### src/rtl/instr_fetch_pkg.sv
// Shared types and constants for the instruction fetch unit.
// Optional feature macro: FETCH_MISALIGN_TRAP_EN (trap misaligned redirects
// instead of silently aligning them).
package instr_fetch_pkg;

  typedef enum logic [1:0] {
    IDLE  = 2'd0,
    REQ   = 2'd1,
    WAIT  = 2'd2,
    DRAIN = 2'd3
  } fetch_state_t;

  localparam logic [31:0] PC_STEP    = 32'd4;
  localparam logic [31:0] ALIGN_MASK = 32'hFFFF_FFFC;

  // Clears the byte-offset bits so the result is a word address.
  function automatic logic [31:0] align_word(input logic [31:0] addr);
    return addr & ALIGN_MASK;
  endfunction

endpackage

### src/rtl/instr_fetch_if.sv
// Bus bundle between the fetch unit, instruction memory and decode.
//
// Handshake rules:
//   imem request : a transfer happens on a rising edge where
//                  imem_req_valid && imem_req_ready; the address is held
//                  while valid is high and ready is low.
//   imem response: imem_rsp_valid marks one data beat; there is no
//                  backpressure, the fetch unit must take or drop it.
//   decode       : an instruction transfers on a rising edge where
//                  if_valid && if_ready; if_pc/if_instr stay stable while
//                  if_valid is high and if_ready is low.
interface instr_fetch_if;
  logic        imem_req_valid;
  logic [31:0] imem_req_addr;
  logic        imem_req_ready;
  logic        imem_rsp_valid;
  logic [31:0] imem_rsp_data;
  logic        if_valid;
  logic [31:0] if_pc;
  logic [31:0] if_instr;
  logic        if_ready;

  modport master (
    output imem_req_valid, imem_req_addr,
    input  imem_req_ready,
    input  imem_rsp_valid, imem_rsp_data,
    output if_valid, if_pc, if_instr,
    input  if_ready
  );

  modport slave (
    input  imem_req_valid, imem_req_addr,
    output imem_req_ready,
    output imem_rsp_valid, imem_rsp_data,
    input  if_valid, if_pc, if_instr,
    output if_ready
  );
endinterface

### src/rtl/fetch_out_buf.sv
// Single-entry valid/ready register slice holding {pc, instr} for decode.
// A clear wins over a load so a redirect can kill a same-cycle fill.
module fetch_out_buf #(
  parameter int W = 64
) (
  input  logic         clk,
  input  logic         reset_n,
  input  logic         clear,
  input  logic         in_valid,
  input  logic [W-1:0] in_data,
  output logic         out_valid,
  output logic [W-1:0] out_data,
  input  logic         out_ready,
  output logic         free
);

  // Slot can take a new entry when empty or being drained this cycle.
  assign free = !out_valid || out_ready;

  // Holds one entry until consumed; clear has priority over a fill.
  always_ff @(posedge clk or negedge reset_n) begin
    if (!reset_n) begin
      out_valid <= 1'b0;
      out_data  <= '0;
    end else if (clear) begin
      out_valid <= 1'b0;
    end else if (in_valid) begin
      out_valid <= 1'b1;
      out_data  <= in_data;
    end else if (out_ready) begin
      out_valid <= 1'b0;
    end
  end

endmodule

### src/rtl/instr_fetch.sv
// Instruction fetch unit: issues one word request at a time, buffers the
// returned instruction for decode, and handles branch redirects.
// Optional feature macro: FETCH_MISALIGN_TRAP_EN.
module instr_fetch
  import instr_fetch_pkg::*;
#(
  parameter logic [31:0] RESET_PC = 32'h0000_0000
) (
  input  logic          clk,
  input  logic          reset_n,
  input  logic          pc_sel,
  input  logic [31:0]   pc_target,
  input  logic          stall,
  output logic          flush,
`ifdef FETCH_MISALIGN_TRAP_EN
  output logic          fetch_misalign,
`endif
  output fetch_state_t  dbg_state,
  instr_fetch_if.master bus
);

  fetch_state_t state;
  logic [31:0]  pc;
  logic [31:0]  req_pc;
  logic         redirect;
  logic         buf_free;
  logic         buf_load;
  logic         req_fire;
  logic [31:0]  redirect_pc;

  assign redirect_pc = align_word(pc_target);

`ifdef FETCH_MISALIGN_TRAP_EN
  logic misalign_hit;
  assign misalign_hit = pc_sel && (state != IDLE) && (pc_target[1:0] != 2'b00);
  assign redirect     = pc_sel && (state != IDLE) && !misalign_hit;

  // One-cycle trap pulse for a rejected misaligned redirect.
  always_ff @(posedge clk or negedge reset_n) begin
    if (!reset_n) fetch_misalign <= 1'b0;
    else          fetch_misalign <= misalign_hit;
  end
`else
  assign redirect = pc_sel && (state != IDLE);
`endif

  // Requests only go out when nothing blocks them and the result has a home.
  assign bus.imem_req_valid = (state == REQ) && !stall && !pc_sel && buf_free;
  assign bus.imem_req_addr  = (state == REQ) ? pc : '0;
  assign req_fire           = bus.imem_req_valid && bus.imem_req_ready;

  // A response fills the buffer only if it belongs to the live stream.
  assign buf_load  = (state == WAIT) && bus.imem_rsp_valid && !redirect;
  assign dbg_state = state;

  fetch_out_buf #(.W(64)) u_out_buf (
    .clk       (clk),
    .reset_n   (reset_n),
    .clear     (redirect),
    .in_valid  (buf_load),
    .in_data   ({req_pc, bus.imem_rsp_data}),
    .out_valid (bus.if_valid),
    .out_data  ({bus.if_pc, bus.if_instr}),
    .out_ready (bus.if_ready),
    .free      (buf_free)
  );

  // Fetch sequencer: pc tracking, single outstanding request, redirect drain.
  always_ff @(posedge clk or negedge reset_n) begin
    if (!reset_n) begin
      state  <= IDLE;
      pc     <= RESET_PC;
      req_pc <= '0;
      flush  <= 1'b0;
    end else begin
      flush <= redirect;
      case (state)
        IDLE: state <= REQ;
        REQ: begin
          if (redirect) begin
            pc <= redirect_pc;
          end else if (req_fire) begin
            req_pc <= pc;
            state  <= WAIT;
          end
        end
        WAIT: begin
          if (redirect) begin
            pc    <= redirect_pc;
            // The in-flight word is stale; drop it now or when it arrives.
            state <= bus.imem_rsp_valid ? REQ : DRAIN;
          end else if (bus.imem_rsp_valid) begin
            pc    <= req_pc + PC_STEP;
            state <= REQ;
          end
        end
        DRAIN: begin
          if (redirect) pc <= redirect_pc;
          if (bus.imem_rsp_valid) state <= REQ;
        end
        default: state <= IDLE;
      endcase
    end
  end

endmodule

### src/flat_wrapper.sv
// flat-port wrapper written by rule: the top's interface ports become plain ports
module instr_fetch_flat import instr_fetch_pkg::*;
#(
  parameter logic [31:0] RESET_PC = 32'h0000_0000
)
  (clk, reset_n, pc_sel, pc_target, stall, flush, dbg_state, bus_imem_req_valid, bus_imem_req_addr, bus_imem_req_ready, bus_imem_rsp_valid, bus_imem_rsp_data, bus_if_valid, bus_if_pc, bus_if_instr, bus_if_ready);
  instr_fetch_if bus_i ();
  input  logic clk;
  input  logic reset_n;
  input  logic pc_sel;
  input  logic [31:0] pc_target;
  input  logic stall;
  output logic flush;
  output fetch_state_t dbg_state;
  output wire logic [$bits(bus_i.imem_req_valid)-1:0] bus_imem_req_valid;
  output wire logic [$bits(bus_i.imem_req_addr)-1:0] bus_imem_req_addr;
  input wire logic [$bits(bus_i.imem_req_ready)-1:0] bus_imem_req_ready;
  input wire logic [$bits(bus_i.imem_rsp_valid)-1:0] bus_imem_rsp_valid;
  input wire logic [$bits(bus_i.imem_rsp_data)-1:0] bus_imem_rsp_data;
  output wire logic [$bits(bus_i.if_valid)-1:0] bus_if_valid;
  output wire logic [$bits(bus_i.if_pc)-1:0] bus_if_pc;
  output wire logic [$bits(bus_i.if_instr)-1:0] bus_if_instr;
  input wire logic [$bits(bus_i.if_ready)-1:0] bus_if_ready;
  assign bus_imem_req_valid = bus_i.imem_req_valid;
  assign bus_imem_req_addr = bus_i.imem_req_addr;
  assign bus_i.imem_req_ready = bus_imem_req_ready;
  assign bus_i.imem_rsp_valid = bus_imem_rsp_valid;
  assign bus_i.imem_rsp_data = bus_imem_rsp_data;
  assign bus_if_valid = bus_i.if_valid;
  assign bus_if_pc = bus_i.if_pc;
  assign bus_if_instr = bus_i.if_instr;
  assign bus_i.if_ready = bus_if_ready;
  instr_fetch #(.RESET_PC(RESET_PC)) u_core (.clk(clk), .reset_n(reset_n), .pc_sel(pc_sel), .pc_target(pc_target), .stall(stall), .flush(flush), .dbg_state(dbg_state), .bus(bus_i));
endmodule
### config.mk
export PLATFORM = sky130hd
export DESIGN_NAME = instr_fetch_flat
export DESIGN_NICKNAME = d
export VERILOG_FILES = /design/src/rtl/instr_fetch_pkg.sv /design/src/rtl/instr_fetch_if.sv /design/src/rtl/fetch_out_buf.sv /design/src/rtl/instr_fetch.sv /design/src/flat_wrapper.sv
export SDC_FILE = /design/constraint.sdc
export NUM_CORES = 1
export LEC_CHECK = 0
export CAP_MARGIN = 20
export CORE_MARGIN = 2
export CORE_UTILIZATION = 55
export DETAILED_ROUTE_END_ITERATION = 10
export DONT_BUFFER_PORTS = 1
export GPL_TIMING_DRIVEN = 0
export PLACE_DENSITY = 0.77
export SLEW_MARGIN = 20
export SYNTH_ARGS = -nofsm -noshare
export SYNTH_HDL_FRONTEND = slang
export SYNTH_HIERARCHICAL = 1
export SYNTH_SLANG_ARGS = --single-unit
### constraint.sdc
create_clock -name clk -period 1.95 [get_ports clk]
set_input_delay 0.2925 -clock clk [delete_from_list [all_inputs] [get_ports clk]]
set_output_delay 0.2925 -clock clk [all_outputs]
set_load 0.02 [all_outputs]
Yosys cells after proc, flatten, opt, wreduce, memory -nomap -nowiden
Cells that the tools add are included.
{ "totals": {"register_bits": 132, "elab_cells": 50, "in_bits": 71} }
{ "classes": {"eq_ne": 7, "reduce_logical": 21, "muxes": 14, "n_addsub": 1, "n_bitwise": 1} }
{ "op_table": {"columns": ["cell", "count"], "rows": [
  ["two-way mux 32 bit", 4],
  ["case mux 32 bit (2 select lines)", 1],
  ["adder 32 x 3 -> 32 bit (second input constant)", 1],
  ["two-way mux 2 bit", 5],
  ["case mux 2 bit (4 select lines)", 1],
  ["logical AND 1 bit", 7],
  ["AND reduction 3 bit", 2],
  ["== test 2 bit (second input constant)", 2],
  ["zero test 1 bit", 4],
  ["inequality test 2 x 1 -> 1 bit (second input constant)", 2],
  ["AND reduction 2 bit", 2],
  ["nonzero test 2 bit", 2],
  ["two-way mux 1 bit", 3],
  ["inequality test 3 x 2 -> 1 bit (second input constant)", 1],
  ["nonzero test 3 bit", 1],
  ["== test 2 x 1 -> 1 bit (second input constant)", 1],
  ["zero test 2 bit", 1],
  ["inequality test 2 bit (second input constant)", 1],
  ["OR reduction 2 bit", 1],
  ["logical OR 1 bit", 1],
  ["inverter 1 bit", 1]
]} }

Depth between registers and ports, before layout
{ "logic_depth": {"depth_word": 8, "ltp_mapped": 8, "mapped_depth_nobuf": 6} }

Hierarchy
The synthesis kept the hierarchy.
{ "by_module_without_submodules": {"columns": ["mod", "area_per_inst_um2", "seq_area_each_um2", "n_inst", "cells_each"], "rows": [
  ["instr_fetch", 3704.8, 1676.6, 1, 348],
  ["fetch_out_buf", 2741.4, 1626.6, 1, 140]
]} }

Worst setup path after synthesis
Ideal clock, no wire load.
{ "synth_path": {"path_type": "register to register", "startpoint": "register u_core.state[1], in the netlist u_core/dbg_state[1]", "endpoint": "register u_core.u_out_buf.out_data[0]", "synth_period_minus_slack_ns": 2.049, "setup_time_ns": 0.125, "n_path_buf": 3, "t_arrival_ns": 1.924, "path_stages_with_launch": 9, "required_time_ns": 1.825, "path_slack_ns": -0.099, "cell_sequence": "dfrtp_1 -> a21o_1 -> buf_2 -> or2_1 -> inv_1 -> nor2b_4 -> buf_12 -> buf_12 -> mux2_4"} }
{ "synth_between": {"elab_chain_len": 5} }
{ "synth_rtl": {"columns": ["element", "line", "rtl"], "rows": [
  ["start, declared", "instr_fetch.sv:22", "fetch_state_t state;"],
  ["start signal, assigned", "instr_fetch.sv:91", "state <= bus.imem_rsp_valid ? REQ : DRAIN;"],
  ["nonzero test 2 bit", "instr_fetch.sv:44", "assign redirect = pc_sel && (state != IDLE);"],
  ["logical AND 1 bit", "instr_fetch.sv:44", null],
  ["zero test 1 bit", "instr_fetch.sv:53", "assign buf_load = (state == WAIT) && bus.imem_rsp_valid && !redirect;"],
  ["logical AND 1 bit *", "instr_fetch.sv:53", null],
  ["via u_core.buf_load", "instr_fetch.sv:27", "logic buf_load;"],
  ["AND reduction 2 bit (no line) *", null, null],
  ["end signal, assigned", "fetch_out_buf.sv:29", "out_data <= in_data;"],
  ["end, declared", "fetch_out_buf.sv:12", "output logic [W-1:0] out_data,"]
]} }
Mark *: on every way through the listed nets, which the timed path passes. The rest lies on a longest branch.
A chain may end at the register's enable or synchronous reset.

Worst setup path after layout
{ "layout_path": {"startpoint": "register u_core.state[0], in the netlist u_core/dbg_state[0]", "endpoint": "register u_core.u_out_buf.out_data[42]"} }
The elaborated chain is that of the path after synthesis.

==> flow_summary.json <==
{
  "finClkSkew_ns": 0.01074,
  "placedCellCount": 631,
  "rsz0062_at_grt": "true",
  "fin_crit_ns": 2.080,
  "worstPathCellList": "nor2b_4 -> o22ai_4 -> or2_1 -> inv_2 -> nor2b_4 -> buf_12 -> buf_12 -> buf_12 -> mux2_4",
  "power.share.switching_pct": 33.93,
  "pwr-share-comb_pct": 21.2,
  "final_common_cell": "dfrtp_1",
  "drc_errors": 0,
  "final.setup.worst_slack_ns": -0.1303,
  "clk_latency_ns": 0.43,
  "crit_path_end_kind": "flop",
  "cts_root_buf": "clkbuf_16",
  "finalSetupViolCount": 102,
  "vias": 4087,
  "grt_overflow": 0,
  "avgSynthCellArea_um2": 13.21,
  "fillers": 790,
  "port_buffers": 0,
  "reg2reg_depth": 9,
  "synth.distinct_cells": 51,
  "startpoint_type": "flop",
  "clockPowerShare_pct": 28.4,
  "path_max_fanout": 7,
  "globalplace.congestion": 0.8440,
  "violations": "hold timing, setup timing",
  "cts-hold-fix-buffers": 1,
  "crit_arrival_ns": 2.38,
  "first_pass_iters": 4,
  "max_stage_delay_ns": 0.52,
  "io_pins": 172,
  "syn-cell-area_um2": 6446,
  "drtIter0Drc": 246,
  "synthesis.nets": 560,
  "nets": 607,
  "reg2reg_from": "u_core/dbg_state[0]",
  "final_cell_mix": "dfrtp_1, mux2_4, nand2_1",
  "ir_drop_mv": 0.8697,
  "fp-row-count": 39,
  "pre_cts_ws_ns": -0.1962,
  "finalHoldViolations": 132,
  "required_ns": 2.25,
  "htree_levels": 4,
  "final.period_utilization_pct": 106.7,
  "timing.hold.ws_ns": -0.4351,
  "status": "finished with violations",
  "hp-class": "in -> async",
  "synth_ff_type": "dfrtp_1",
  "fmax_mhz": 480.7,
  "powerDensity_nw_per_um2": 1281,
  "slew_headroom_pct": 55.91,
  "wire_per_inst_um": 23.36,
  "grt_usage_pct": 25.13,
  "cts.path.max_buffers": 2,
  "die_w_um": 112.3,
  "antenna_left": 0,
  "diodes": 0,
  "clock-sinks": 132,
  "sequentialPowerShare_pct": 50.4,
  "crit_top_cell": "buf_12",
  "drv_slew": 0,
  "die_area_um2": 12600,
  "slowest_stage": "dfrtp_2",
  "core_um2": 11420,
  "synth_edf_count": 0,
  "numCtsBuffers": 17,
  "hpwl_mm": 10.38,
  "grt_start_max_net_pins": 133,
  "path_class": "reg -> reg",
  "yosysWarnings": 6,
  "maxCapViolCount": 0,
  "final_cells": 691,
  "avgViaCountPerCell": 5.915,
  "syn_to_final_growth_pct": 21.27,
  "p_leak_nw": 3.623,
  "first_global_vias": 4220,
  "grt_pass1_wl_mm": 24.27,
  "p_sw_mw": 3.397,
  "initial_core_util_pct": 56.45,
  "die_h_um": 112.3,
  "antenna_found_initial": 0,
  "drt_wl_total_mm": 16.15,
  "netlist_instances": 488,
  "internal_power_mw": 6.615,
  "clk_pin_slew_ns": 0.05,
  "async_reset_ff_share_pct": 100.0,
  "drive_above_1_share_pct": 41.42,
  "ys_seq_elements": 132,
  "startpoint": "u_core/dbg_state[0]",
  "tightest_slew_ns": 0.6614,
  "cts_tree": "done",
  "ys_seq_area_share_pct": 51.24
}
-- power groups by stage --
stage          combinational [mW]  clock (mW)  sequential (mW)
3_3_place_gp                 1.78           0             5.02
3_5_place_dp                 1.82           0             5.07
5_1_grt                      2.25        3.00             5.16
4_1_cts                      1.98        2.89             5.04
2_1_floorplan                1.63           0             4.77
6_report                     2.12        2.85             5.05
-- Yosys cell counts, drive strengths merged, types with 2 or more instances --
cell | number | area, um2
o31ai | 4 | 30.03
nor3 | 7 | 62.56
and2 | 35 | 219.0
dfrtp | 132 | 3303
nand2 | 56 | 217.7
xor2 | 20 | 175.2
nor2 | 20 | 75.07
nor2b | 2 | 20.02
nand3 | 10 | 80.07
and4 | 3 | 27.53
mux2i | 2 | 20.02
o21ai | 9 | 45.04
o221ai | 17 | 161.4
mux2 | 96 | 1400
inv | 6 | 22.52
xnor2 | 7 | 61.31
clkbuf | 11 | 41.29
a21oi | 8 | 40.04
buf | 15 | 207.7
and3 | 4 | 30.03
nand4 | 10 | 83.83
a22o | 2 | 17.52
-- routing by layer --
metal	global-route usage [%]	vias to the layer above	wire length, um
met3	7.235	24	1300
li1	-	1809	-
met2	39.48	199	8017
met4	10.24	0	295
met5	0	-	0
met1	33.04	2055	6531
-- path summary, 6_finish.rpt --
check | to | slack (ns)
setup / recovery | u_core/u_out_buf/out_data[42] | -0.13
hold / removal | u_core/u_out_buf/out_data[10] | -0.44
setup reg to reg | u_core/u_out_buf/out_data[42] | -0.13
hold reg to reg | u_core/pc[4] | 0.51
max in group asynchronous | u_core/u_out_buf/out_data[5] | 2.17
min in group clk | u_core/u_out_buf/out_data[12] | 0.02
-- area by class of cell --
class / count / area [um2] / share of cell area (%)
flip-flops and latches: 132 / 3308 / 42.32
multi-input cells: 324 / 3000 / 38.38
repair buffers: 30 / 490.5 / 6.274
clock buffers: 23 / 478.0 / 6.114
plain buffers: 24 / 284.0 / 3.633
well taps: 143 / 178.9 / 2.289
clock inverters: 9 / 55.05 / 0.7042
inverters: 6 / 22.52 / 0.2881
-- state kept, by name, indices dropped and copies added (netlist names) --
signal	flops
u_core/req_pc	32
u_core/u_out_buf/out_data	64
u_core/flush	1
u_core/dbg_state	2
u_core/pc	32
u_core/u_out_buf/out_valid	1
-- per-stage QoR --
step	cell area (um2)	utilization, %	TNS [ns]	hold slack (ns)	total power, mW
global placement	6628	58.04	-8.951	-0.0003832	6.801
global route	7818	68.46	-8.875	-0.4509	10.41
CTS	7535	65.99	-3.594	-0.4490	9.909
floorplan	6449	-	0	-0.003091	6.394
finish	7818	68.46	-5.213	-0.4351	10.01
detailed placement	6628	58.04	-11.36	-0.0005702	6.889
-- cells by family (layout without fill, tap and decap cells) --
group,count (synthesis),count (layout),share of synthesized area [%]
simple gates,152,152,13.28
flops,132,132,51.24
mux,98,98,22.03
compound gates,46,46,5.377
buf+inv,32,92,4.212
xor+xnor,27,27,3.669
fa+ha+maj,1,1,0.1941
-- critical path, delay by kind of cell, from the launching register on --
| kind | cells | cell delay [ns] |
|---|---|---|
| AND/OR/NAND/NOR | 3 | 0.58 |
| flip-flops | 1 | 0.52 |
| buffers and inverters | 4 | 0.49 |
| multiplexers | 1 | 0.30 |
| AO/OA/AOI/OAI | 1 | 0.07 |
-- repair_timing --
action | 4_1_cts | 5_1_grt
buffers inserted | 11 | 9
cloned | 4 | 8
endpoints found under the setup margin | 103 | 133
endpoints found under the hold margin | 133 | 132
pin swaps | 4 | 4
gates resized for setup | 77 | 25
Power figures use the tool's default switching activity.
